===== src/rtl/seg_scan_controller.sv =====
// seg_scan_controller: scheduled scan of four 7-segment digits.
// Each digit slot has a fixed dwell and starts with an optional blank interval.
// Inputs are latched once per frame. PWM brightness and a per-digit enable gate the drive.
// Optional macro LEADING_ZERO_BLANK_EN enables leading-zero suppression.
//
// state   | meaning
// S_IDLE  | in reset or just released; the next edge starts slot 0
// S_BLANK | first BLANK_CYCLES cycles of a slot, all digits off
// S_ON    | rest of the slot, scheduled digit may be lit
module seg_scan_controller #(
    parameter int          CLK_DIV      = 50000,
    parameter int          BLANK_CYCLES = 500,
    parameter logic [7:0]  ZERO_GLYPH   = 8'hC0
) (
    input  logic       i_clk,
    input  logic       i_rst,
    input  logic [7:0] i_data_0,
    input  logic [7:0] i_data_1,
    input  logic [7:0] i_data_2,
    input  logic [7:0] i_data_3,
    input  logic [3:0] i_digitEnable,
    input  logic [3:0] i_brightness,
    output logic [3:0] o_digitSelect,
    output logic [7:0] o_LED,
    output logic [1:0] o_ctrl,
    output logic       o_frameStart
);

    generate
        if (CLK_DIV < 2 || BLANK_CYCLES < 0 || BLANK_CYCLES >= CLK_DIV) begin : g_bad_params
            $error("seg_scan_controller: need CLK_DIV >= 2 and 0 <= BLANK_CYCLES < CLK_DIV");
        end
    endgenerate

    localparam int            CW   = $clog2(CLK_DIV);
    localparam logic [CW-1:0] LAST = CW'(CLK_DIV - 1);
    localparam logic [CW-1:0] BLNK = CW'(BLANK_CYCLES);

    typedef enum logic [1:0] {S_IDLE, S_BLANK, S_ON} state_t;

    state_t          r_state, w_state;
    logic [CW-1:0]   r_cnt, w_cnt;
    logic [1:0]      r_dig, w_dig;
    logic [3:0]      r_pwm, w_pwm;
    logic [3:0][7:0] r_lat_data, w_lat_data;
    logic [3:0]      r_lat_en, w_lat_en;
    logic [3:0]      r_lat_br, w_lat_br;
    logic [3:0]      r_sup, w_sup, w_sup_new;
    logic            w_frame;
    logic            w_first_on;
    logic            w_lit;
    logic [3:0]      w_sel_nxt;
    logic [7:0]      w_led_nxt;
    logic [3:0]      r_sel;
    logic [7:0]      r_led;
    logic [1:0]      r_ctrl;
    logic            r_frame;

    // State register: slot position, digit index, PWM counter and frame latches
    always_ff @(posedge i_clk) begin
        if (i_rst) begin
            r_state    <= S_IDLE;
            r_cnt      <= '0;
            r_dig      <= 2'd0;
            r_pwm      <= 4'd0;
            r_lat_data <= '0;
            r_lat_en   <= 4'd0;
            r_lat_br   <= 4'd0;
            r_sup      <= 4'd0;
        end else begin
            r_state    <= w_state;
            r_cnt      <= w_cnt;
            r_dig      <= w_dig;
            r_pwm      <= w_pwm;
            r_lat_data <= w_lat_data;
            r_lat_en   <= w_lat_en;
            r_lat_br   <= w_lat_br;
            r_sup      <= w_sup;
        end
    end

    // Next state: advance the slot position; leaving IDLE always lands on slot 0, digit 0
    always_comb begin
        w_state = r_state;
        w_cnt   = r_cnt;
        w_dig   = r_dig;
        if (r_state == S_IDLE || r_cnt == LAST) begin
            w_cnt   = '0;
            w_dig   = (r_state == S_IDLE) ? 2'd0 : r_dig + 2'd1;
            w_state = (BLANK_CYCLES == 0) ? S_ON : S_BLANK;
        end else begin
            w_cnt = r_cnt + CW'(1);
            if (w_cnt == BLNK) begin
                w_state = S_ON;
            end
        end

        w_frame    = (w_cnt == '0) && (w_dig == 2'd0);
        w_first_on = (w_state == S_ON) && (w_cnt == BLNK);

        w_pwm = r_pwm;
        if (w_first_on) begin
            w_pwm = 4'd0;
        end else if (w_state == S_ON) begin
            w_pwm = r_pwm + 4'd1;
        end

        // The latched view is bypassed on the latching cycle so cycle 0 already sees new data
        w_lat_data = r_lat_data;
        w_lat_en   = r_lat_en;
        w_lat_br   = r_lat_br;
        w_sup      = r_sup;
        if (w_frame) begin
            w_lat_data = {i_data_3, i_data_2, i_data_1, i_data_0};
            w_lat_en   = i_digitEnable;
            w_lat_br   = i_brightness;
            w_sup      = w_sup_new;
        end
    end

    // Leading-zero suppression mask computed from the incoming frame data
`ifdef LEADING_ZERO_BLANK_EN
    always_comb begin
        w_sup_new    = 4'd0;
        w_sup_new[3] = (i_data_3 == ZERO_GLYPH);
        w_sup_new[2] = w_sup_new[3] && (i_data_2 == ZERO_GLYPH);
        w_sup_new[1] = w_sup_new[2] && (i_data_1 == ZERO_GLYPH);
    end
`else
    assign w_sup_new = 4'd0;
`endif

    // Output decode for the upcoming cycle: lit only in ON, enabled, within PWM duty, not suppressed
    always_comb begin
        w_lit = (w_state == S_ON)
              && w_lat_en[w_dig]
              && ((w_pwm < w_lat_br) || (w_lat_br == 4'd15))
              && !w_sup[w_dig];
        w_sel_nxt = 4'b1111;
        w_led_nxt = 8'hFF;
        if (w_lit) begin
            w_sel_nxt = ~(4'b0001 << w_dig);
            w_led_nxt = w_lat_data[w_dig];
        end
    end

    // Output registers
    always_ff @(posedge i_clk) begin
        if (i_rst) begin
            r_sel   <= 4'b1111;
            r_led   <= 8'hFF;
            r_ctrl  <= 2'd0;
            r_frame <= 1'b0;
        end else begin
            r_sel   <= w_sel_nxt;
            r_led   <= w_led_nxt;
            r_ctrl  <= w_dig;
            r_frame <= w_frame;
        end
    end

    assign o_digitSelect = r_sel;
    assign o_LED         = r_led;
    assign o_ctrl        = r_ctrl;
    assign o_frameStart  = r_frame;

endmodule

===== config.mk =====
export PLATFORM = sky130hd
export DESIGN_NAME = seg_scan_controller
export DESIGN_NICKNAME = d
export VERILOG_FILES = /design/src/rtl/seg_scan_controller.sv
export SDC_FILE = /design/constraint.sdc
export NUM_CORES = 1
export LEC_CHECK = 0
export CORE_ASPECT_RATIO = 1.25
export CORE_MARGIN = 2
export CORE_UTILIZATION = 45
export CTS_CLUSTER_DIAMETER = 50
export DETAILED_ROUTE_END_ITERATION = 10
export GPL_TIMING_DRIVEN = 0
export MAX_ROUTING_LAYER = met4
export PLACE_DENSITY = 0.71
export SETUP_SLACK_MARGIN = 0.15
export SLEW_MARGIN = 15
export SYNTH_ARGS = -nofsm -noshare
export SYNTH_HDL_FRONTEND = slang
export SYNTH_SLANG_ARGS = --single-unit

===== constraint.sdc =====
create_clock -name i_clk -period 3.7 [get_ports i_clk]
set_input_delay 0.74 -clock i_clk [delete_from_list [all_inputs] [get_ports i_clk]]
set_output_delay 0.74 -clock i_clk [all_outputs]
set_load 0.01 [all_outputs]

; ---- Word-level counts from Yosys, hierarchy flattened
; Index checks and enable logic that the tools add are counted.
[classes]
n_reduce_logical = 12
muxes = 17
add_sub_neg = 3
eq_ne = 5
n_bitwise = 2
order_cmp = 2
n_shift = 1
[op_table]
columns = cell, n
row1 = $eq 16x9->1 const B, 2
row2 = $mux 32, 1
row3 = $mux 4, 5
row4 = $add 16x1->16 const B, 1
row5 = $bmux 8 s2, 1
row6 = $eq 16x16->1 const B, 1
row7 = $logic_not 16->1, 1
row8 = $mux 16, 1
row9 = $mux 2, 4
row10 = $mux 8, 1
row11 = $logic_and 1x1->1, 5
row12 = $add 4x1->4 const B, 1
row13 = $bmux 1 s2, 2
row14 = $eq 4x4->1 const B, 1
row15 = $logic_not 2->1, 2
row16 = $lt 4x4->1, 1
row17 = $not 4->4, 1
row18 = $shl 1x2->4 const A, 1
row19 = $lt 2x3->1 const B, 1
row20 = $add 2x1->2 const B, 1
row21 = $eq 2x2->1 const B, 1
row22 = $logic_or 1x1->1, 2
row23 = $mux 1, 2
row24 = $reduce_or 2->1, 1
row25 = 2 further kinds, 2
[totals]
output_inout_bits = 15
ff_bits = 81
wordCells = 56
inputBits = 42

; ---- Depth between registers and ports, before layout
; Gate-level depths: netlist (run 1).
[logic_depth]
depth_word = 13
mapped_depth = 17
depth_no_buf = 14

; ---- Worst setup path before layout (run 1)
; Ideal clock, no wire load.
[synth_path]
path_type = register to register
from = reg r_cnt[1]
to = reg r_sel[3], in the netlist o_digitSelect[3]
path_buffers = 4
slack_ns = -0.163
setup_time_ns = 0.135
stages_incl_launch_ff = 18
period_less_slack_ns = 3.863
t_arrival_ns = 3.728
required_time_ns = 3.565
path_cell_list = dfxtp_1 -> ha_1 -> buf_2 -> nand4_1 -> nor4_1 -> mux2i_1 -> nand3_1 -> o21ai_4 -> and2_1 -> buf_4 -> buf_2 -> mux2i_1 -> ha_1 -> a211oi_1 -> o211ai_1 -> o221ai_2 -> buf_6 -> nand4_1
[synth_via]
elab_chain_cells = 13
elab_cells_between_ends = 34
cone_classes = add/sub (1) / order compare (1) / eq/ne (5) / shift (1) / mux (13) / bitwise (2) / reduce/logical (11)
[synth_lines]
columns = item, line
row1 = from (decl), 42  ; logic [CW-1:0] r_cnt, w_cnt;
row2 = from (signal assigned), 72  ; r_cnt <= w_cnt;
row3 = $add 16x1->16 / $eq 16x16->1 (equally long branches), "92, 87"
row4 = $eq 16x9->1 / $logic_or 1x1->1 (equally long branches), "93, 87"
row5 = "$mux 2, or another cell as far along", 93  ; if (w_cnt == BLNK) begin
row6 = "$mux 2, or another cell as far along", 87  ; if (r_state == S_IDLE || r_cnt == LAST) begin
row7 = $eq 2x2->1 / $logic_and 1x1->1 (equally long branches), --
row8 = "$mux 4, or another cell as far along", 104  ; end else if (w_state == S_ON) begin
row9 = $mux 4 / $bmux 1 s2 (equally long branches), "102, 136"
row10 = $lt 4x4->1 / $mux 1 (equally long branches), "137, 136"
row11 = $logic_or 1x1->1 / $logic_and 1x1->1 (equally long branches), "137, 136"
row12 = $logic_and 1x1->1, 137  ; && ((w_pwm < w_lat_br) || (w_lat_br == 4'd15))
row13 = $logic_and 1x1->1, 138  ; && !w_sup[w_dig];
row14 = $not 1->1 (no source line), --
row15 = $reduce_or 2->1 (no source line), --
row16 = to (signal assigned), 155  ; r_sel <= w_sel_nxt;
row17 = to (decl), 54  ; logic [3:0] r_sel;
; Parallel ways exist; a longest one is shown, timed or not. The select of a mux whose other input is x is not followed.
; A chain may end at the register's enable or synchronous reset.

; ---- Worst setup path in the final report (run 1)
; Same ends and word-level chain as after synthesis.

==> results of run 1 <==
==> registers in the layout (all words and copies together), names as in the netlist, 4 cells and up <==
name / flops
r_lat_data: 32
r_cnt: 16
o_LED: 8
o_digitSelect: 4
r_lat_br: 4
r_lat_en: 4
r_pwm: 4
r_sup: 4
==> logic make-up (layout without fill, tap and decap cells) <==
| logic type | Yosys count | count (layout) | share of synthesized area (%) |
|---|---|---|---|
| simple gates | 232 | 232 | 28.95 |
| compound gates | 82 | 82 | 13.83 |
| flops | 81 | 81 | 42.79 |
| buf+inv | 38 | 132 | 4.358 |
| xor+xnor | 19 | 19 | 4.391 |
| mux | 15 | 15 | 4.028 |
| fa+ha+maj | 5 | 5 | 1.651 |
==> where the power goes <==
part,internal [mW],total [mW],switching (mW),leakage [nW]
Sequential,0.911,0.934,0.0228,0.665
Clock,0.318,0.664,0.347,0.0966
Combinational,0.130,0.266,0.136,1.18
Total,1.36,1.86,0.505,1.94
==> cell type report <==
| class | instances | area, sq um | area share, % |
|---|---|---|---|
| Timing Repair Buffer | 78 | 738.2 | 14.47 |
| Clock buffer | 9 | 123.9 | 2.429 |
| Inverter | 5 | 18.77 | 0.3680 |
| Sequential cell | 81 | 1628 | 31.92 |
| Tap cell | 97 | 121.4 | 2.380 |
| Buffer | 33 | 193.9 | 3.803 |
| Multi-Input combinational cell | 353 | 2200 | 43.13 |
| Clock inverter | 7 | 76.32 | 1.497 |
==> cell usage after synthesis (all sizes together) (2+ instances only) <==
| cell type | instances | area (sq um) |
|---|---|---|
| nand2 | 112 | 420.4 |
| dfxtp | 81 | 1622 |
| a21oi | 42 | 210.2 |
| nor2 | 38 | 142.6 |
| clkbuf | 21 | 78.83 |
| nand3 | 18 | 95.09 |
| mux2i | 13 | 130.1 |
| nand4 | 13 | 81.33 |
| xnor2 | 13 | 113.9 |
| buf | 12 | 67.56 |
| nor2b | 9 | 56.30 |
| o21ai | 8 | 51.30 |
| and3 | 6 | 37.54 |
| xor2 | 6 | 52.55 |
| a221oi | 5 | 43.79 |
| ha | 5 | 62.56 |
| inv | 5 | 18.77 |
| a22oi | 4 | 30.03 |
| nand2b | 4 | 25.02 |
| nor3 | 4 | 20.02 |
| nor3b | 4 | 30.03 |
| nor4 | 4 | 40.04 |
| o211a | 4 | 40.04 |
| or3 | 4 | 25.02 |
| or4 | 4 | 33.78 |
| a211oi | 3 | 22.52 |
| a31oi | 3 | 18.77 |
| and2 | 3 | 18.77 |
| o21a | 3 | 22.52 |
| or2 | 3 | 18.77 |
| a2bb2oi | 2 | 17.52 |
| and4 | 2 | 17.52 |
| mux2 | 2 | 22.52 |
| nor4b | 2 | 17.52 |
| o211ai | 2 | 15.01 |
| o22ai | 2 | 12.51 |
==> stage by stage <==
stage | setup slack [ps] | total power [mW] | TNS [ps]
after global placement | -397.7 | 1.175 | -4249
final | -35.91 | 1.863 | -170.7
after detailed placement | -475.6 | 1.181 | -5198
after floorplan | 98.34 | 1.084 | 0
after CTS | -60.74 | 1.866 | -467.6
after global routing | -238.7 | 1.936 | -2662
==> routing by layer <==
metal / routed length (um) / GRT usage [%] / share of wire (%)
met5: 0 / - / 0
met4: 271 / 8.503 / 2.7
met3: 567 / 4.542 / 5.6
met1: 4052 / 24.87 / 40
met2: 5233 / 39.70 / 52
==> timing repair <==
item	in CTS	in global routing
setup buffers	16	6
gates resized for setup	31	12
endpoints found under the setup margin	12	12
cloned	1	0
endpoints found under the hold margin	0	0
pin swaps	10	10
==> worst max-delay path by stage <==
| stage | startpoint | to | slack, ps |
|---|---|---|---|
| after floorplan | r_cnt[1] | o_digitSelect[3] | 100 |
| after global placement | r_cnt[1] | o_digitSelect[3] | -400 |
| after detailed placement | r_cnt[1] | o_digitSelect[3] | -480 |
| after CTS | r_cnt[0] | o_digitSelect[3] | -60 |
| after global routing | r_cnt[0] | o_LED[0] | -240 |
| final | r_cnt[1] | o_digitSelect[3] | -40 |
==> worst max-delay path: cells and delay by family, from the launching register on <==
| family | cells | cell delay, ps |
|---|---|---|
| compound gates | 6 | 1130 |
| flops | 1 | 360 |
| buf+inv | 4 | 470 |
| simple gates | 4 | 1000 |
| mux | 1 | 250 |
| fa+ha+maj | 2 | 390 |
==> results.ini, run 1 <==
[placement]
portBuffers=55
place.gp.congestion=0.9330
placed_area_sq_mm=0.004547
dp_hpwl_um=7156
dp_cells=624

[finish]
design_area_sq_mm=0.005100
final_nets=608
fin_util_pct=62.24
final_cell_mix=112 x nand2_1, 78 x dfxtp_1, 55 x clkdlybuf4s50_1
n_antenna_cell=0
final_cells=663
fillers=708
final_common_cell=nand2_1
synthToLayoutAreaGrowth_pct=34.57
drive_above_1_share_pct=16.43

[run]
maxCapViolations=0

[worst_setup_path]
reg2reg_depth=17
cp_max_fo=5
worstReg2RegEnd=o_digitSelect[3]
path_cells=ha_4, buf_6, and4_1, a211oi_2, a31oi_1, or4_4, o21ai_4, and2_4, buf_6, buf_8, mux2i_4, ha_4, a211oi_2, o211ai_1, o221ai_4, buf_6, nand4_1
slowest_stage=or4_4
path_common_cell=buf_6
arrival_ps=3950
max_stage_delay_ps=550
cp.required_ps=3920
r2r-start=r_cnt[1]
start_kind=flip-flop
r2r_setup_slack_ps=-40
path_class=flip-flop to flip-flop
end_kind=flip-flop

[grt]
grt_use_total_pct=22.55
antenna_found_initial=0
overflow=0
grt_pass1_vias=3381
grt_max_degree=16
grt_pass1_wl_um=15970

[timing]
min_period_ps=3736
fin_ws_ps=-35.91
hold_ws_ps=458.8
fin_skew_ps=11.75
setup_violations=7
worst_slew_pin_slew_ps=666.9
slew_viol_final=0
hold_viol_final=0
slew_headroom_pct=55.37
rsz0062_at_grt=yes
fin_crit_sh_pct=101.0
max_freq_ghz=0.2677

[floorplan]
ios=57
initial_utilization_pct=46.25
num_rows=37
core_area_sq_mm=0.008194
dieArea_sq_mm=0.009177
die_h_um=106.6
fp.dieW_um=86.08

[clocking]
cts_buffer_depth=2
root_buffer=clkbuf_8
clk_latency_ps=360
h-tree-depth=3
ctsHoldBuffers=0
clock-sinks=81
cts_tree=done
numCtsBuffers=9
clk_pin_slew_ps=80

[yosys]
synthesis.area_sq_mm=0.003790
synthFlopType=dfxtp_1
synth_edf_count=0
ys_seq_area_share_pct=42.79
postSynthCellCount=472
postSynthAreaPerCell_sq_um=8.029
async_flop_share_pct=0
yosysWarnings=0
syn-num-nets=519
ys_ff_latch=81
ys_types=49

[worst_hold_path]
whs_path_depth=2
min_to=r_state[1]
hp-start=r_state[1]
hold_class=flip-flop to flip-flop

[detailed_routing]
dr.pass1.iters=5
drc=0
ant_nets=0
drt-initial-drc-count=179
wl_um=10120
routedWlPerCell_um=15.27
vias=3679
via_per_inst=5.549

[power]
max-vdd-ir-drop_v=0.0001915
leakage_nw=1.944
power_density_mw_per_mm2=365.4

[status]
violations=setup timing
status=complete, but fails checks

Power figures use the tool's default switching activity.
==> run 2: changes to the inputs <==
- CAP_MARGIN: unset -> 20
- DONT_BUFFER_PORTS: unset -> 1
- PLACE_DENSITY: 0.71 -> unset
- clock period: 3.7 -> 3.9 ns (I/O delays scaled with it)
==> results.ini, run 2 (synthesis results as in run 1) <==
[status]
status=completed

[timing]
finalSetupTns_ps=0  ; +170.7 ps
min_period_ps=3721  ; -14.89 ps
slew_viol_final=0  ; unchanged
hold_ws_ps=446.5  ; -12.24 ps
max_freq_ghz=0.2687  ; +0.40%
slew_headroom_pct=55.84  ; +0.46 points
setup_violations=0  ; -7
hold_viol_final=0  ; unchanged
rsz0062_at_grt=yes
fin_skew_ps=5.065  ; -6.685 ps
fin_ws_ps=179.0  ; +214.9 ps
worst_slew_pin_slew_ps=660.0  ; -6.924 ps
fin_crit_sh_pct=95.41  ; -5.6 points

[finish]
drive_above_1_share_pct=20.74  ; +4.3 points
fillers=785  ; +11%
n_antenna_cell=0  ; unchanged
final_cells=613  ; -7.5%
largest_reg_flops=32  ; unchanged
final_nets=559  ; -8.1%
final_common_cell=nand2_1
synthToLayoutAreaGrowth_pct=21.95
final_cell_mix=111 x nand2_1, 75 x dfxtp_1, 42 x a21oi_1
fin_util_pct=56.41  ; -5.8 points
largest_register=r_lat_data
design_area_sq_mm=0.004622  ; -9.4%

[floorplan]
die_h_um=106.6  ; unchanged
num_rows=37  ; unchanged
initial_utilization_pct=46.25  ; unchanged
dieArea_sq_mm=0.009177  ; unchanged
core_area_sq_mm=0.008194  ; unchanged
fp.dieW_um=86.08  ; unchanged
ios=57  ; unchanged

[worst_setup_path]
crit_family=compound AO/OA/AOI/OAI gates
reg2reg_depth=18  ; +1
max_stage_delay_ps=370  ; -180 ps
slowest_stage=dfxtp_4
critPathCapture=o_LED[0]
worstReg2RegEnd=o_LED[0]
path_cells=ha_4, buf_6, nand4_1, buf_6, nor4_4, mux2i_2, nand3_2, o21ai_4, and2_4, buf_6, buf_8, mux2i_4, ha_4, a211oi_2, o211ai_1, o221ai_4, buf_6, nand4_1
startpoint=r_cnt[0]
critPathBufInv=5  ; +1
end_kind=flip-flop
start_kind=flip-flop
arrival_ps=3950  ; about the same
path_class=flip-flop to flip-flop
r2r_setup_slack_ps=180  ; +210 ps
cp_max_fo=5  ; unchanged
path_common_cell=buf_6
r2r-start=r_cnt[0]
cp.depth=18  ; +1
cp.required_ps=4130  ; +210 ps

[worst_hold_path]
hold_class=flip-flop to flip-flop

[detailed_routing]
drc=0  ; unchanged
ant_nets=0  ; unchanged
routedWlPerCell_um=16.61  ; +8.8%
via_per_inst=5.573  ; +0.42%
dr.pass1.iters=4  ; -1
drt-initial-drc-count=132  ; -26%
vias=3416  ; -7.1%
wl_um=10180  ; +0.55%

[power]
leakage_nw=1.771  ; -8.9%
max-vdd-ir-drop_v=0.0001609  ; -16%
power_density_mw_per_mm2=352.3  ; -3.6%
power_mw=1.628  ; -13%

[clocking]
cts_tree=done
clk_latency_ps=360  ; about the same
h-tree-depth=3  ; unchanged
ctsHoldBuffers=0  ; unchanged
clock-sinks=81  ; unchanged
cts_buffer_depth=2  ; unchanged
clk_pin_slew_ps=80  ; about the same
numCtsBuffers=9  ; unchanged
root_buffer=clkbuf_8

[placement]
portBuffers=0  ; -100%
dp_hpwl_um=6926  ; -3.2%
dp_cells=569  ; -8.8%
placed_area_sq_mm=0.003918  ; -14%
post-place-ws_ps=-540.5  ; -64.83 ps
place.gp.congestion=0.9223  ; -1.1%

[grt]
antenna_found_initial=0  ; unchanged
grt_pass1_wl_um=16180  ; +1.3%
grt_pass1_vias=3327  ; -1.6%
grt_max_degree=13  ; -3
overflow=0  ; unchanged
grt_use_total_pct=23.39  ; +0.84 points

[run]
maxCapViolations=0  ; unchanged

-- run 2: what timing repair did --
action,4_1_cts,5_1_grt
gates resized for setup,55,23
pin swaps,14,7
buffers inserted,24,4
setup endpoints to repair,12,12
gates cloned,1,0
-- run 2: worst min-delay path by stage --
stage | from | end | slack [ps] | depth (start not counted)
final | r_state[1] | r_state[1] | 450 | 2
after global routing | r_state[1] | r_state[1] | 480 | 2
after CTS | r_state[1] | r_state[1] | 450 | 2
after detailed placement | r_state[1] | r_state[1] | 440 | 2
after global placement | r_state[1] | r_state[1] | 430 | 2
after floorplan | r_state[1] | r_state[1] | 430 | 2
-- run 2: cell type report --
cell class | count | area [sq um] | area share [%]
Buffer | 33 | 200.2 | 4.331
Timing Repair Buffer | 29 | 229.0 | 4.954
Inverter | 5 | 18.77 | 0.4061
Clock inverter | 4 | 20.02 | 0.4331
Multi-Input combinational cell | 353 | 2257 | 48.84
Sequential cell | 81 | 1634 | 35.35
Clock buffer | 11 | 141.4 | 3.059
Tap cell | 97 | 121.4 | 2.626
-- run 2: where the power goes --
group	switching [mW]	internal (mW)
clock	0.292	0.241
combinational	0.119	0.0881
sequential	0.0238	0.864
total	0.436	1.19
-- run 2: tightest hold or removal path, delay by kind of cell, from the launching register on --
kind	cells	cell delay, ps
AO/OA/AOI/OAI	1	50
buffers and inverters	1	40
flip-flops	1	310
-- run 2: layer usage --
layer	vias to the layer above	track usage, %	part of all wire [%]
met5	-	-	0
met4	0	14.29	3.9
met3	27	3.541	3.4
met2	76	39.48	53
met1	1614	25.69	40
li1	1699	-	-
